File: config.mk
export PLATFORM = sky130hd
export DESIGN_NAME = vx_writeback_arb
export DESIGN_NICKNAME = d
export VERILOG_FILES = /design/src/rtl/vx_writeback_arb_pkg.sv /design/src/rtl/vx_writeback_arb_rr_arbiter.sv /design/src/rtl/vx_writeback_arb.sv
export SDC_FILE = /design/constraint.sdc
export NUM_CORES = 1
export LEC_CHECK = 0
export ABC_AREA = 0
export BUFFER_PORTS_ARGS = -buffer_cell sky130_fd_sc_hd__buf_2
export CORE_AREA = 10 10 442 444
export CTS_CLUSTER_DIAMETER = 40
export DETAILED_ROUTE_END_ITERATION = 8
export DIE_AREA = 0 0 452 454
export GPL_ROUTABILITY_DRIVEN = 0
export GPL_TIMING_DRIVEN = 0
export PLACE_DENSITY_LB_ADDON = 0.05
export SLEW_MARGIN = 10
export SYNTH_ARGS = -nofsm -noshare
export SYNTH_HDL_FRONTEND = slang
export SYNTH_SLANG_ARGS = --single-unit
export TNS_END_PERCENT = 5
File: constraint.sdc
create_clock -name clk -period 5.9 [get_ports clk]
set_input_delay 0.59 -clock clk [delete_from_list [all_inputs] [get_ports clk]]
set_output_delay 0.59 -clock clk [all_outputs]
set_load 0.02 [all_outputs]
File: src/rtl/vx_writeback_arb_pkg.sv
// Shared widths and commit/writeback payload types for the writeback arbiter.
package vx_writeback_arb_pkg;

  localparam int unsigned NUM_UNITS   = 4;
  localparam int unsigned UNIT_IDX_W  = 2;
  localparam int unsigned NUM_THREADS = 4;
  localparam int unsigned XLEN        = 32;
  localparam int unsigned UUID_WIDTH  = 44;
  localparam int unsigned NW_BITS     = 2;
  localparam int unsigned NR_BITS     = 5;
  localparam int unsigned PC_BITS     = 32;
  localparam int unsigned COUNT_W     = 64;

  typedef enum logic [UNIT_IDX_W-1:0] {
    UNIT_ALU = 2'd0,
    UNIT_LSU = 2'd1,
    UNIT_FPU = 2'd2,
    UNIT_SFU = 2'd3
  } unit_e;

  typedef struct packed {
    logic [UUID_WIDTH-1:0]       uuid;
    logic [NW_BITS-1:0]          wid;
    logic [NUM_THREADS-1:0]      tmask;
    logic [PC_BITS-1:0]          pc;
    logic                        wb;
    logic [NR_BITS-1:0]          rd;
    logic [NUM_THREADS*XLEN-1:0] data;
    logic                        sop;
    logic                        eop;
  } commit_data_t;

  typedef struct packed {
    logic [UUID_WIDTH-1:0]       uuid;
    logic [NW_BITS-1:0]          wid;
    logic [NUM_THREADS-1:0]      tmask;
    logic [PC_BITS-1:0]          pc;
    logic [NR_BITS-1:0]          rd;
    logic [NUM_THREADS*XLEN-1:0] data;
    logic                        sop;
    logic                        eop;
  } wb_data_t;

  // Writeback payload is the commit payload minus the wb enable.
  function automatic wb_data_t to_wb(commit_data_t c);
    wb_data_t w;
    w.uuid  = c.uuid;
    w.wid   = c.wid;
    w.tmask = c.tmask;
    w.pc    = c.pc;
    w.rd    = c.rd;
    w.data  = c.data;
    w.sop   = c.sop;
    w.eop   = c.eop;
    return w;
  endfunction

endpackage

File: src/rtl/vx_writeback_arb_rr_arbiter.sv
// Round-robin arbiter with optional packet lock; grant is combinational,
// priority moves past the winner only when it fires with unlock set.
module vx_writeback_arb_rr_arbiter #(
  parameter int unsigned NUM_REQS    = 4,
  parameter int unsigned IDX_W       = 2,
  parameter bit          LOCK_ENABLE = 1'b1
) (
  input  logic                clk,
  input  logic                reset,
  input  logic [NUM_REQS-1:0] requests,
  input  logic                unlock,
  output logic [NUM_REQS-1:0] grant,
  output logic [IDX_W-1:0]    grant_idx,
  output logic                grant_valid
);

  logic [IDX_W-1:0] prio_q, prio_d;
  logic             lock_q, lock_d;
  logic [IDX_W-1:0] lock_idx_q, lock_idx_d;

  logic [IDX_W:0]   cand;
  logic [IDX_W-1:0] pick_idx;
  logic             pick_found;
  logic             fire;

  // Scan from the priority pointer; a held lock overrides the scan.
  always_comb begin
    cand       = '0;
    pick_idx   = '0;
    pick_found = 1'b0;
    for (int unsigned i = 0; i < NUM_REQS; i++) begin
      cand = {1'b0, prio_q} + (IDX_W+1)'(i);
      if (cand >= (IDX_W+1)'(NUM_REQS)) begin
        cand = cand - (IDX_W+1)'(NUM_REQS);
      end
      if (!pick_found && requests[cand[IDX_W-1:0]]) begin
        pick_found = 1'b1;
        pick_idx   = cand[IDX_W-1:0];
      end
    end

    grant_idx   = lock_q ? lock_idx_q : pick_idx;
    grant_valid = !reset && (lock_q || pick_found);
    grant       = '0;
    if (grant_valid) begin
      grant[grant_idx] = 1'b1;
    end
  end

  always_comb begin
    prio_d     = prio_q;
    lock_d     = lock_q;
    lock_idx_d = lock_idx_q;
    fire       = grant_valid && requests[grant_idx];
    if (fire) begin
      if (unlock || !LOCK_ENABLE) begin
        lock_d = 1'b0;
        prio_d = (grant_idx == IDX_W'(NUM_REQS - 1)) ? '0 : grant_idx + IDX_W'(1);
      end else begin
        lock_d     = 1'b1;
        lock_idx_d = grant_idx;
      end
    end
  end

  always_ff @(posedge clk) begin
    if (reset) begin
      prio_q     <= '0;
      lock_q     <= 1'b0;
      lock_idx_q <= '0;
    end else begin
      prio_q     <= prio_d;
      lock_q     <= lock_d;
      lock_idx_q <= lock_idx_d;
    end
  end

endmodule

File: src/rtl/vx_writeback_arb.sv
// Per-issue-slot writeback arbiter: picks one commit unit per cycle, registers
// the writeback payload and counts retired instructions.
module vx_writeback_arb
  import vx_writeback_arb_pkg::*;
(
  input  logic                         clk,
  input  logic                         reset,
  input  logic         [NUM_UNITS-1:0] commit_valid,
  input  commit_data_t [NUM_UNITS-1:0] commit_data,
  output logic         [NUM_UNITS-1:0] commit_ready,
  output logic                         wb_valid,
  output wb_data_t                     wb_data,
  output logic         [COUNT_W-1:0]   commit_count
);

  logic [NUM_UNITS-1:0]  grant;
  logic [UNIT_IDX_W-1:0] grant_idx;
  logic                  grant_valid;
  commit_data_t          sel;
  logic                  fire;

  logic                  wb_valid_q, wb_valid_d;
  wb_data_t              wb_data_q, wb_data_d;
  logic [COUNT_W-1:0]    count_q, count_d;

  vx_writeback_arb_rr_arbiter #(
    .NUM_REQS    (NUM_UNITS),
    .IDX_W       (UNIT_IDX_W),
    .LOCK_ENABLE (1'b1)
  ) u_rr_arbiter (
    .clk         (clk),
    .reset       (reset),
    .requests    (commit_valid),
    .unlock      (sel.eop),
    .grant       (grant),
    .grant_idx   (grant_idx),
    .grant_valid (grant_valid)
  );

  assign sel  = commit_data[grant_idx];
  assign fire = grant_valid && commit_valid[grant_idx];

  // wb=0 commits retire silently; wb_data keeps its last value when idle.
  always_comb begin
    wb_valid_d = 1'b0;
    wb_data_d  = wb_data_q;
    count_d    = count_q;
    if (fire) begin
      wb_valid_d = sel.wb;
      if (sel.wb) begin
        wb_data_d = to_wb(sel);
      end
      if (sel.eop) begin
        count_d = count_q + COUNT_W'(1);
      end
    end
  end

  always_ff @(posedge clk) begin
    if (reset) begin
      wb_valid_q <= 1'b0;
      wb_data_q  <= '0;
      count_q    <= '0;
    end else begin
      wb_valid_q <= wb_valid_d;
      wb_data_q  <= wb_data_d;
      count_q    <= count_d;
    end
  end

  assign commit_ready = grant;
  assign wb_valid     = wb_valid_q;
  assign wb_data      = wb_data_q;
  assign commit_count = count_q;

endmodule

==> impl_metrics.csv <==
group,metric,value,unit
synthesis,yosys.area_share.adder,0.217,%
clock_network,clockRootBuffer,"clkbuf_16",
placement,dp_slack,0.599,ns
cells_and_area,fin_cells,6722,
sta,fin_hold_ws,0.297,ns
detailed_routing,via_per_inst,3.90,
floorplanning,ios,1164,
sta,grt_setup_unrepaired,"false",
clock_network,htreeDepth,3,
floorplanning,core,0.187,mm2
clock_network,path_clk_slew,0.04,ns
synthesis,synthCells,2851,
synthesis,synthArstFlopShare,0,%
sta,setup_tns,0,ns
synthesis,synth_cell_types,44,
synthesis,synth_nets,3732,
sta,tightestPinTransition,1.19,ns
detailed_routing,wirelength,195,mm
clock_network,cts_made_buffers,101,
detailed_routing,drt-pass1-iter-count,6,
synthesis,synthXorXnorAreaFrac,0.608,%
cells_and_area,areaGrowthSynthToFinish,72.6,%
clock_network,postCtsResizedCells,0,
detailed_routing,ant_nets,0,
floorplanning,fp.dieW,452,um
floorplanning,die-area,0.205,mm2
power,p_per_area,347,mW/mm2
placement,hpwl,166,mm
clock_network,cts_tree,"built",
power,power,10.4,mW
synthesis,synth_compound_area_share,11.6,%
sta,slew_headroom,20.6,%
cells_and_area,mostFrequentLayoutCells,"buf_2 (1,181), nand2_1 (1,115), nand3_1 (673)",
power,pwr-share-clk,53.2,%
global_route,grt_max_degree,15,
power,power.leakage,13.3,nW
synthesis,ys_seq_area_share,33.2,%
placement,io_buffer_count,1162,
clock_network,clock_latency,0.70,ns
global_route,grt_use_total,18.0,%
worst_setup_path,required,6.51,ns
synthesis,ys_ff_latch,287,
synthesis,synth_edf_count,0,
sta,min_period_over_period,76.9,%
sta,fin_skew,0.0263,ns
detailed_routing,initialDrtViolationCount,1457,
floorplanning,num_rows,159,
synthesis,yosys_warnings,0,
worst_setup_path,crit_start,"u_rr_arbiter.prio_q[0]$_SDFFE_PP0P_",
power,p_switching,3.68,mW
detailed_routing,wl_per_cell,29.0,um
worst_setup_path,r2r_slack,1.36,ns
worst_setup_path,cp.arrival,5.15,ns
clock_network,hold_buffers,0,
global_route,grt_pass1_vias,26765,
placement,dp_cells,6510,
run_status,status,"finished, final reports clean",
clock_network,post_cts_buffers,0,
clock_network,cts_sinks,287,
synthesis,synth_top_family_by_area,"simple AND/OR/NAND/NOR gates",
worst_setup_path,reg2reg_from,"u_rr_arbiter.prio_q[0]$_SDFFE_PP0P_",
synthesis,syn_area_per_cell,6.06,um2
worst_setup_path,critPathMaxFanout,10,
hold_path,min-delay-path-class,"in2reg",
synthesis,synth_mux_area_share,0.181,%
cells_and_area,fin_area,0.0298,mm2
cells_and_area,post-route-util,16.0,%
cells_and_area,fillers,22340,
synthesis,synth_top_area_share,33.2,%
detailed_routing,drc,0,
synthesis,synth.cell_area,0.0173,mm2
power,pwr-share-seq,20.9,%
synthesis,yosys.area_share.simple,48.5,%
cells_and_area,nets,4999,
detailed_routing,vias,26240,
placement,dpl_cell_area,0.0263,mm2
sta,maxSlewViolCount,0,
worst_setup_path,endpoint_kind,"register",
sta,fin_ws,1.36,ns
global_route,antenna_found_initial,193,
sta,max_freq,0.220,GHz
global_route,grt_overflow,0,
floorplanning,die_y,454,um
power,ir_drop,0.196,mV
sta,setup_viol,0,
cells_and_area,drive_gt1_share,32.7,%
sta,finalHoldViolCount,0,
worst_setup_path,crit_path_start_kind,"register",
clock_network,cts_max_path_buffers,3,
global_route,grt_pass1_wl,253,mm
synthesis,synth_area_leaders,"dfxtp_1 (33%), nand2_1 (24%), nand3_1 (19%)",
power,intPower,6.68,mW
power,switching_share,35.5,%
floorplanning,initial_utilization,9.26,%
cells_and_area,final_common_cell,"buf_2",
synthesis,synth_top_area_cell,"dfxtp_1",
synthesis,synth_ff_type,"dfxtp_1",
hold_path,holdCritStartpoint,"commit_data[111]",
flow_run,cap_violations,0,
power,p_comb_share,26.0,%
sta,layout_min_cycle_time,4.54,ns
worst_setup_path,crit_type,"reg2reg",
Yosys cell counts, types with 2 or more instances:
master	n
mux2i_1	2
buf_1	11
nand3b_1	2
a21oi_1	273
inv_1	13
nor2_1	28
and2_1	6
buf_2	19
xnor2_1	3
dfxtp_1	287
o211ai_1	4
clkbuf_1	213
o2111ai_1	9
and3_1	9
and4_1	3
nor2b_1	7
or4_1	24
a211oi_1	3
o21ai_0	36
nor3_1	10
a31oi_1	2
or3_1	27
nand4_1	14
nand3_1	673
nand2b_1	2
xor2_1	9
o31ai_1	27
or2_2	2
ha_1	3
nand2_1	1115
a21o_1	2
critical path, cell delays in order, from the launching register on:
cell and delay (ns):
dfxtp_1 0.36, nand2b_1 0.18, a21oi_1 0.11, o41ai_4 0.66, inv_2 0.21, a211oi_1 0.20, o21ai_0 0.17, inv_1 0.14
clkbuf_2 0.51, clkbuf_1 0.93, buf_2 0.45, nand3_1 0.28, a21oi_1 0.18
path summary, 6_finish.rpt:
| check | endpoint | depth (start not counted) |
|---|---|---|
| hold reg to reg | wb_data[31]$_SDFFE_PP0P_ | 2 |
| hold / removal | wb_data[111]$_SDFFE_PP0P_ | 5 |
| setup reg to reg | wb_data[17]$_SDFFE_PP0P_ | 12 |
| setup / recovery | wb_data[17]$_SDFFE_PP0P_ | 12 |
power groups by stage:
stage | clock [mW] | combinational [mW] | sequential, mW
global placement | 0 | 2.81 | 2.19
floorplan | 0 | 1.11 | 2.35
global route | 5.78 | 2.98 | 2.18
CTS | 5.69 | 2.80 | 2.17
detailed placement | 0 | 2.80 | 2.20
finish | 5.51 | 2.69 | 2.16
kinds of logic (layout without fill, tap and decap cells):
logic type	after synthesis	count (layout)
and+or+nand+nor	1925	1925
AOI/OAI and AO/OA	363	363
DFF	287	287
buffers and inverters	258	1610
xor gates and xnor gates	12	12
adders and majority gates	3	3
muxes	3	3
other	0	24
per-layer routing:
metal,global-route usage [%],vias to the layer above,share of wire (%)
li1,-,12278,-
met1,20.4,12423,39
met4,2.95,76,2.4
met3,5.70,436,6.8
met2,33.3,1027,52
met5,0,-,0.23
flip-flops by register name, indices dropped and copies added, names as in the netlist:
signal and flops:
commit_count 64, u_rr_arbiter.lock_idx_q 2, u_rr_arbiter.lock_q 1, u_rr_arbiter.prio_q 2
wb_data 217, wb_valid 1
layout make-up:
class / count / area (um2) / area share (%)
multi-input cells: 2306 / 10500 / 35.3
repair buffers: 1164 / 5860 / 19.6
flip-flops and latches: 287 / 5750 / 19.3
well taps: 2495 / 3120 / 10.5
clock buffers: 144 / 2970 / 9.96
plain buffers: 243 / 953 / 3.20
clock inverters: 44 / 522 / 1.75
diodes: 24 / 60.1 / 0.201
inverters: 15 / 56.3 / 0.189
No activity file was read; power rests on OpenSTA's default activity.
